`src/rtl/rst_req_ctrl.sv`:
```
// Reset request controller: turns sw, PLL lock-loss and watchdog events into a
// fixed-width active-low reset request followed by a cool-down lockout.
module rst_req_ctrl #(
  parameter int unsigned ASSERT_CYC = 16,
  parameter int unsigned COOL_CYC   = 64,
  parameter int unsigned WDT_CYC    = 1024,
  parameter int unsigned LOCK_FILT  = 4
) (
  input  logic       src_clk,
  input  logic       arstn,
  input  logic       sw_rst_req,
  input  logic       wdt_en,
  input  logic       wdt_kick,
  input  logic       pll_locked,
  output logic       rst_req_n,
  output logic [1:0] rst_cause,
  output logic       busy,
  output logic [7:0] rst_cnt
);

  localparam int unsigned MAX_CYC = (ASSERT_CYC > COOL_CYC) ? ASSERT_CYC : COOL_CYC;
  localparam int unsigned TMR_W   = ($clog2(MAX_CYC) < 1) ? 1 : $clog2(MAX_CYC);
  localparam int unsigned WDT_W   = ($clog2(WDT_CYC) < 1) ? 1 : $clog2(WDT_CYC);
  localparam int unsigned FILT_W  = ($clog2(LOCK_FILT) < 1) ? 1 : $clog2(LOCK_FILT);

  localparam logic [TMR_W-1:0]  ASSERT_LOAD = TMR_W'(ASSERT_CYC - 1);
  localparam logic [TMR_W-1:0]  COOL_LOAD   = TMR_W'(COOL_CYC - 1);
  localparam logic [WDT_W-1:0]  WDT_LAST    = WDT_W'(WDT_CYC - 1);
  localparam logic [FILT_W-1:0] FILT_LAST   = FILT_W'(LOCK_FILT - 1);

  typedef enum logic [1:0] {IDLE, ASSERT, COOL} state_t;

  state_t            state, state_nx;
  logic [TMR_W-1:0]  tmr, tmr_nx;
  logic [1:0]        rst_sync;
  logic [1:0]        pll_sync;
  logic              run;
  logic              pll_s;
  logic              armed;
  logic [FILT_W-1:0] low_cnt;
  logic              pll_fail;
  logic [WDT_W-1:0]  wdt_cnt;
  logic              wdt_fail_c;
  logic              pending_sw;
  logic              start_c;
  logic [1:0]        cause_c;

  assign run   = rst_sync[1];
  assign pll_s = pll_sync[1];

  // Reset release and PLL lock both cross into src_clk through two flops.
  always_ff @(posedge src_clk or negedge arstn) begin
    if (!arstn) begin
      rst_sync <= 2'b00;
      pll_sync <= 2'b00;
    end else begin
      rst_sync <= {rst_sync[0], 1'b1};
      pll_sync <= {pll_sync[0], pll_locked};
    end
  end

  // Lock-loss filter: armed by a high lock, fires after LOCK_FILT low cycles.
  always_ff @(posedge src_clk or negedge arstn) begin
    if (!arstn) begin
      armed    <= 1'b0;
      low_cnt  <= '0;
      pll_fail <= 1'b0;
    end else begin
      pll_fail <= armed && !pll_s && (low_cnt == FILT_LAST);
      if (!armed || pll_s || (low_cnt == FILT_LAST)) low_cnt <= '0;
      else                                          low_cnt <= low_cnt + FILT_W'(1);
      if (start_c)    armed <= 1'b0;
      else if (pll_s) armed <= 1'b1;
    end
  end

  assign wdt_fail_c = (state == IDLE) && wdt_en && (wdt_cnt == WDT_LAST);

  always_ff @(posedge src_clk or negedge arstn) begin
    if (!arstn) begin
      wdt_cnt <= '0;
    end else if ((state != IDLE) || !run || !wdt_en || wdt_kick || wdt_fail_c) begin
      wdt_cnt <= '0;
    end else begin
      wdt_cnt <= wdt_cnt + WDT_W'(1);
    end
  end

  // A software request while busy is remembered until the lockout ends.
  always_ff @(posedge src_clk or negedge arstn) begin
    if (!arstn)                               pending_sw <= 1'b0;
    else if (start_c)                         pending_sw <= 1'b0;
    else if ((state != IDLE) && sw_rst_req)   pending_sw <= 1'b1;
  end

  always_comb begin
    state_nx = state;
    tmr_nx   = tmr;
    start_c  = 1'b0;
    cause_c  = 2'b11;
    if (sw_rst_req || pending_sw) cause_c = 2'b01;
    else if (pll_fail)            cause_c = 2'b10;
    case (state)
      IDLE: begin
        if (run && (sw_rst_req || pending_sw || pll_fail || wdt_fail_c)) begin
          state_nx = ASSERT;
          tmr_nx   = ASSERT_LOAD;
          start_c  = 1'b1;
        end
      end
      ASSERT: begin
        if (tmr == '0) begin
          state_nx = COOL;
          tmr_nx   = COOL_LOAD;
        end else begin
          tmr_nx = tmr - TMR_W'(1);
        end
      end
      COOL: begin
        if (tmr == '0) state_nx = IDLE;
        else           tmr_nx   = tmr - TMR_W'(1);
      end
      default: state_nx = IDLE;
    endcase
  end

  always_ff @(posedge src_clk or negedge arstn) begin
    if (!arstn) begin
      state     <= IDLE;
      tmr       <= '0;
      rst_req_n <= 1'b1;
      busy      <= 1'b0;
      rst_cause <= 2'b00;
      rst_cnt   <= 8'd0;
    end else begin
      state     <= state_nx;
      tmr       <= tmr_nx;
      rst_req_n <= (state_nx != ASSERT);
      busy      <= (state_nx != IDLE);
      if (start_c) begin
        rst_cause <= cause_c;
        if (rst_cnt != 8'hFF) rst_cnt <= rst_cnt + 8'd1;
      end
    end
  end

endmodule

```
`config.mk`:
```
export PLATFORM = sky130hd
export DESIGN_NAME = rst_req_ctrl
export DESIGN_NICKNAME = d
export VERILOG_FILES = /design/src/rtl/rst_req_ctrl.sv
export SDC_FILE = /design/constraint.sdc
export NUM_CORES = 1
export LEC_CHECK = 0
export CORE_MARGIN = 8
export CORE_UTILIZATION = 55
export CTS_BUF_LIST = sky130_fd_sc_hd__clkbuf_4 sky130_fd_sc_hd__clkbuf_8 sky130_fd_sc_hd__clkbuf_16
export DETAILED_ROUTE_END_ITERATION = 16
export PLACE_DENSITY = 0.77
export SYNTH_ARGS = -nofsm -noshare
export SYNTH_HDL_FRONTEND = slang
export SYNTH_SLANG_ARGS = --single-unit
```
`constraint.sdc`:
```
create_clock -name src_clk -period 3.3 [get_ports src_clk]
set_input_delay 0.99 -clock src_clk [delete_from_list [all_inputs] [get_ports src_clk]]
set_output_delay 0.99 -clock src_clk [all_outputs]
set_load 0.05 [all_outputs]
```
==> flow_summary.toml <==
[timing]
finalSetupViolCount = 0
finalSetupTns_ns = 0
hold_slack_ns = 0.343
rsz0062_at_grt = "no"
worst_pin_slew_ns = 0.852
fmax_mhz = 379
fin_crit_sh_pct = 79.9
period_needed_ns = 2.64
maxSlewViolCount = 0
hold_violations = 0
skew_ns = 0.0115
max_slew_margin_pct = 43.2

[floorplan]
rows = 22
io_pins = 18
die_h_um = 76.9
core_mm2 = 0.00361
start_util_pct = 56.5
die_width_um = 76.9
dieArea_mm2 = 0.00591

[power]
p_comb_share_pct = 41.8
switchingPower_w = 0.000770
ir_drop_mv = 0.457
p_per_area_mw_per_mm2 = 844
p_leak_nw = 1.03
sw_frac_of_total_pct = 38.3
intPower_w = 0.00124
power_frac_seq_pct = 34.6
clkPwrFrac_pct = 23.6

[detailed_routing]
drt_wl_total_um = 3840
vias = 1455
drt-pass1-iter-count = 4
drt_iter0_drc = 97
routedWlPerCell_um = 15.0
avgViaCountPerCell = 5.68
ant_nets = 0
drc_errors = 0

[cts]
holdBufCountCts = 0
cts_buffers = 5
cts_resized = 0
cts_num_sinks = 39
clkSlewWorstSetupHoldPaths_ns = 0.08
htree_levels = 2
cts_tree = "built"
post_cts_buffers = 0
clockBufferDepth = 2
insertion_delay_ns = 0.30
clockRootBuffer = "clkbuf_8"

[global_route]
grt-ovfl-total = 0
busiest_layer = "met2"
groute.layer.met3.usage_pct = 5.71
grt_pass1_wl_um = 6860
gr-usage-all-layers_pct = 14.2
antenna_found_initial = 0
grt_max_degree = 40
met2_usage_pct = 22.6
grt_use_met1_pct = 16.5
grt_pass1_vias = 1480

[worst_setup_path]
startpoint_type = "flop"
worstSetupEndpointType = "primary output"
worstPathArrival_ns = 1.65
cpLargestDelayFamily = "buffers and inverters"
cp_max_fo = 7
cp_slowest_cell = "clkdlybuf4s50_1"
worstPathCellList = "clkdlybuf4s50_1"
max_stage_delay_ns = 0.86
crit_buf_inv = 1
required_ns = 2.31
critical_path_class = "reg2out"

[synthesis]
synth_flop_cell = "dfrtp_1"
ys_warn_count = 0
yosysSeqAreaShare_pct = 48.0
synth_area_mm2 = 0.00204
ys_types = 58
synth_edf_count = 0
synth.avg_cell_area_um2 = 11.0
synthCells = 185
ys_ff_latch = 39
synth_fp_nets = 200
async_flop_share_pct = 100

[placement]
dp.cells = 248
io_buffers = 17
placed_area_mm2 = 0.00225
dp_hpwl_um = 2810
routabilityCongestion = 0.799

[final_layout]
fin_area_mm2 = 0.00239
finalNonFillerCells = 256
diodes = 0
layout.nets = 222
syn_to_final_growth_pct = 17.1
fin_util_pct = 66.2
drive_above_1_share_pct = 12.0

[status]
status = "complete, no violations"

[run]
drv_cap = 0

[worst_hold_path]
hold_path_class = "reg2reg"
-- cells in the mapped netlist, types with 2 or more instances --
master | n | area share, %
dfrtp_1 | 38 | 47
nor2_1 | 23 | 4.2
inv_1 | 11 | 2.0
a31oi_1 | 9 | 2.8
ha_1 | 9 | 5.5
nor3_1 | 8 | 2.0
xnor2_1 | 8 | 3.4
nand2_1 | 6 | 1.1
mux2_1 | 5 | 2.8
nand3_1 | 5 | 1.2
o21ai_0 | 5 | 1.2
xor2_1 | 4 | 1.7
a21oi_1 | 3 | 0.74
nand4_1 | 3 | 0.92
nand4_4 | 3 | 3.1
o211a_1 | 2 | 0.98
o2bb2ai_1 | 2 | 0.86
-- metrics by stage --
stage                     worst slack (ns)  power (W)
after global routing                 0.611    0.00214
after global placement               0.564    0.00151
after CTS                            0.659    0.00203
after floorplan                       1.16    0.00132
after detailed placement             0.519    0.00154
final                                0.663    0.00201
-- power by group through the flow --
stage	clock network [W]	logic, W	registers, W
2_1_floorplan	0	0.000483	0.000832
5_1_grt	0.000504	0.000929	0.000712
4_1_cts	0.000486	0.000845	0.000697
6_report	0.000475	0.000842	0.000697
3_5_place_dp	0	0.000832	0.000705
3_3_place_gp	0	0.000816	0.000698
-- metal layers --
layer	wire [µm]	up-vias	share of wire [%]
met3	215	7	5.6
li1	-	713	-
met1	1720	709	45
met4	63	0	1.6
met2	1840	26	48
met5	0	-	0
-- placed cells by master (no fill, tap or decap), types with 2 or more instances in the layout --
cell / instances
ha_1: 9
clkdlybuf4s50_1: 16
clkbuf_8: 5
nand2_1: 6
nor3_1: 8
nor2_1: 23
nand4_4: 3
nand4_1: 3
bufinv_16: 2
xor2_1: 4
nand3_1: 5
a31oi_1: 9
o21ai_0: 5
dfrtp_1: 38
mux2_1: 5
o211a_1: 2
xnor2_1: 8
a21oi_1: 3
o2bb2ai_1: 2
inv_1: 11
-- sequential cells by signal, summed over array words and instances, names as in the netlist --
name	cells
low_cnt	2
rst_req_n	1
pending_sw	1
state	2
rst_sync	2
armed	1
pll_sync	2
wdt_cnt	10
busy	1
pll_fail	1
rst_cnt	8
tmr	6
rst_cause	2
-- cell families after synthesis --
group	share of synthesized area [%]
simple gates	20.7
compound gates	13.9
flops	48.0
buf+inv	3.01
xor+xnor	5.16
fa+ha+maj	5.53
mux	3.50
other cells	0.184
-- path summary, 6_finish.rpt --
path	start	to	slack [ns]	cells after the start
worst max-delay path	rst_cnt[5]$_DFFE_PN0P_	rst_cnt[5]	0.66	1
worst min-delay path	rst_sync[0]$_DFF_PN0_	rst_sync[1]$_DFF_PN0_	0.34	0
worst max register to register	state[0]$_DFF_PN0_	rst_cnt[1]$_DFFE_PN0P_	0.94	6
worst min register to register	rst_sync[0]$_DFF_PN0_	rst_sync[1]$_DFF_PN0_	0.34	0
max in group asynchronous	arstn	tmr[1]$_DFFE_PN0P_	1.96	1
min in group asynchronous	arstn	rst_cnt[4]$_DFFE_PN0P_	0.79	1
-- cell type report --
class / count / area (µm²)
fillers: 282 / 1220
well taps: 48 / 60.1
inverters: 11 / 41.3
clock inverters: 2 / 60.1
flip-flops and latches: 39 / 977
repair buffers: 18 / 173
clock buffers: 6 / 76.3
multi-input cells: 132 / 998
No activity file was read; power rests on OpenSTA's default activity.
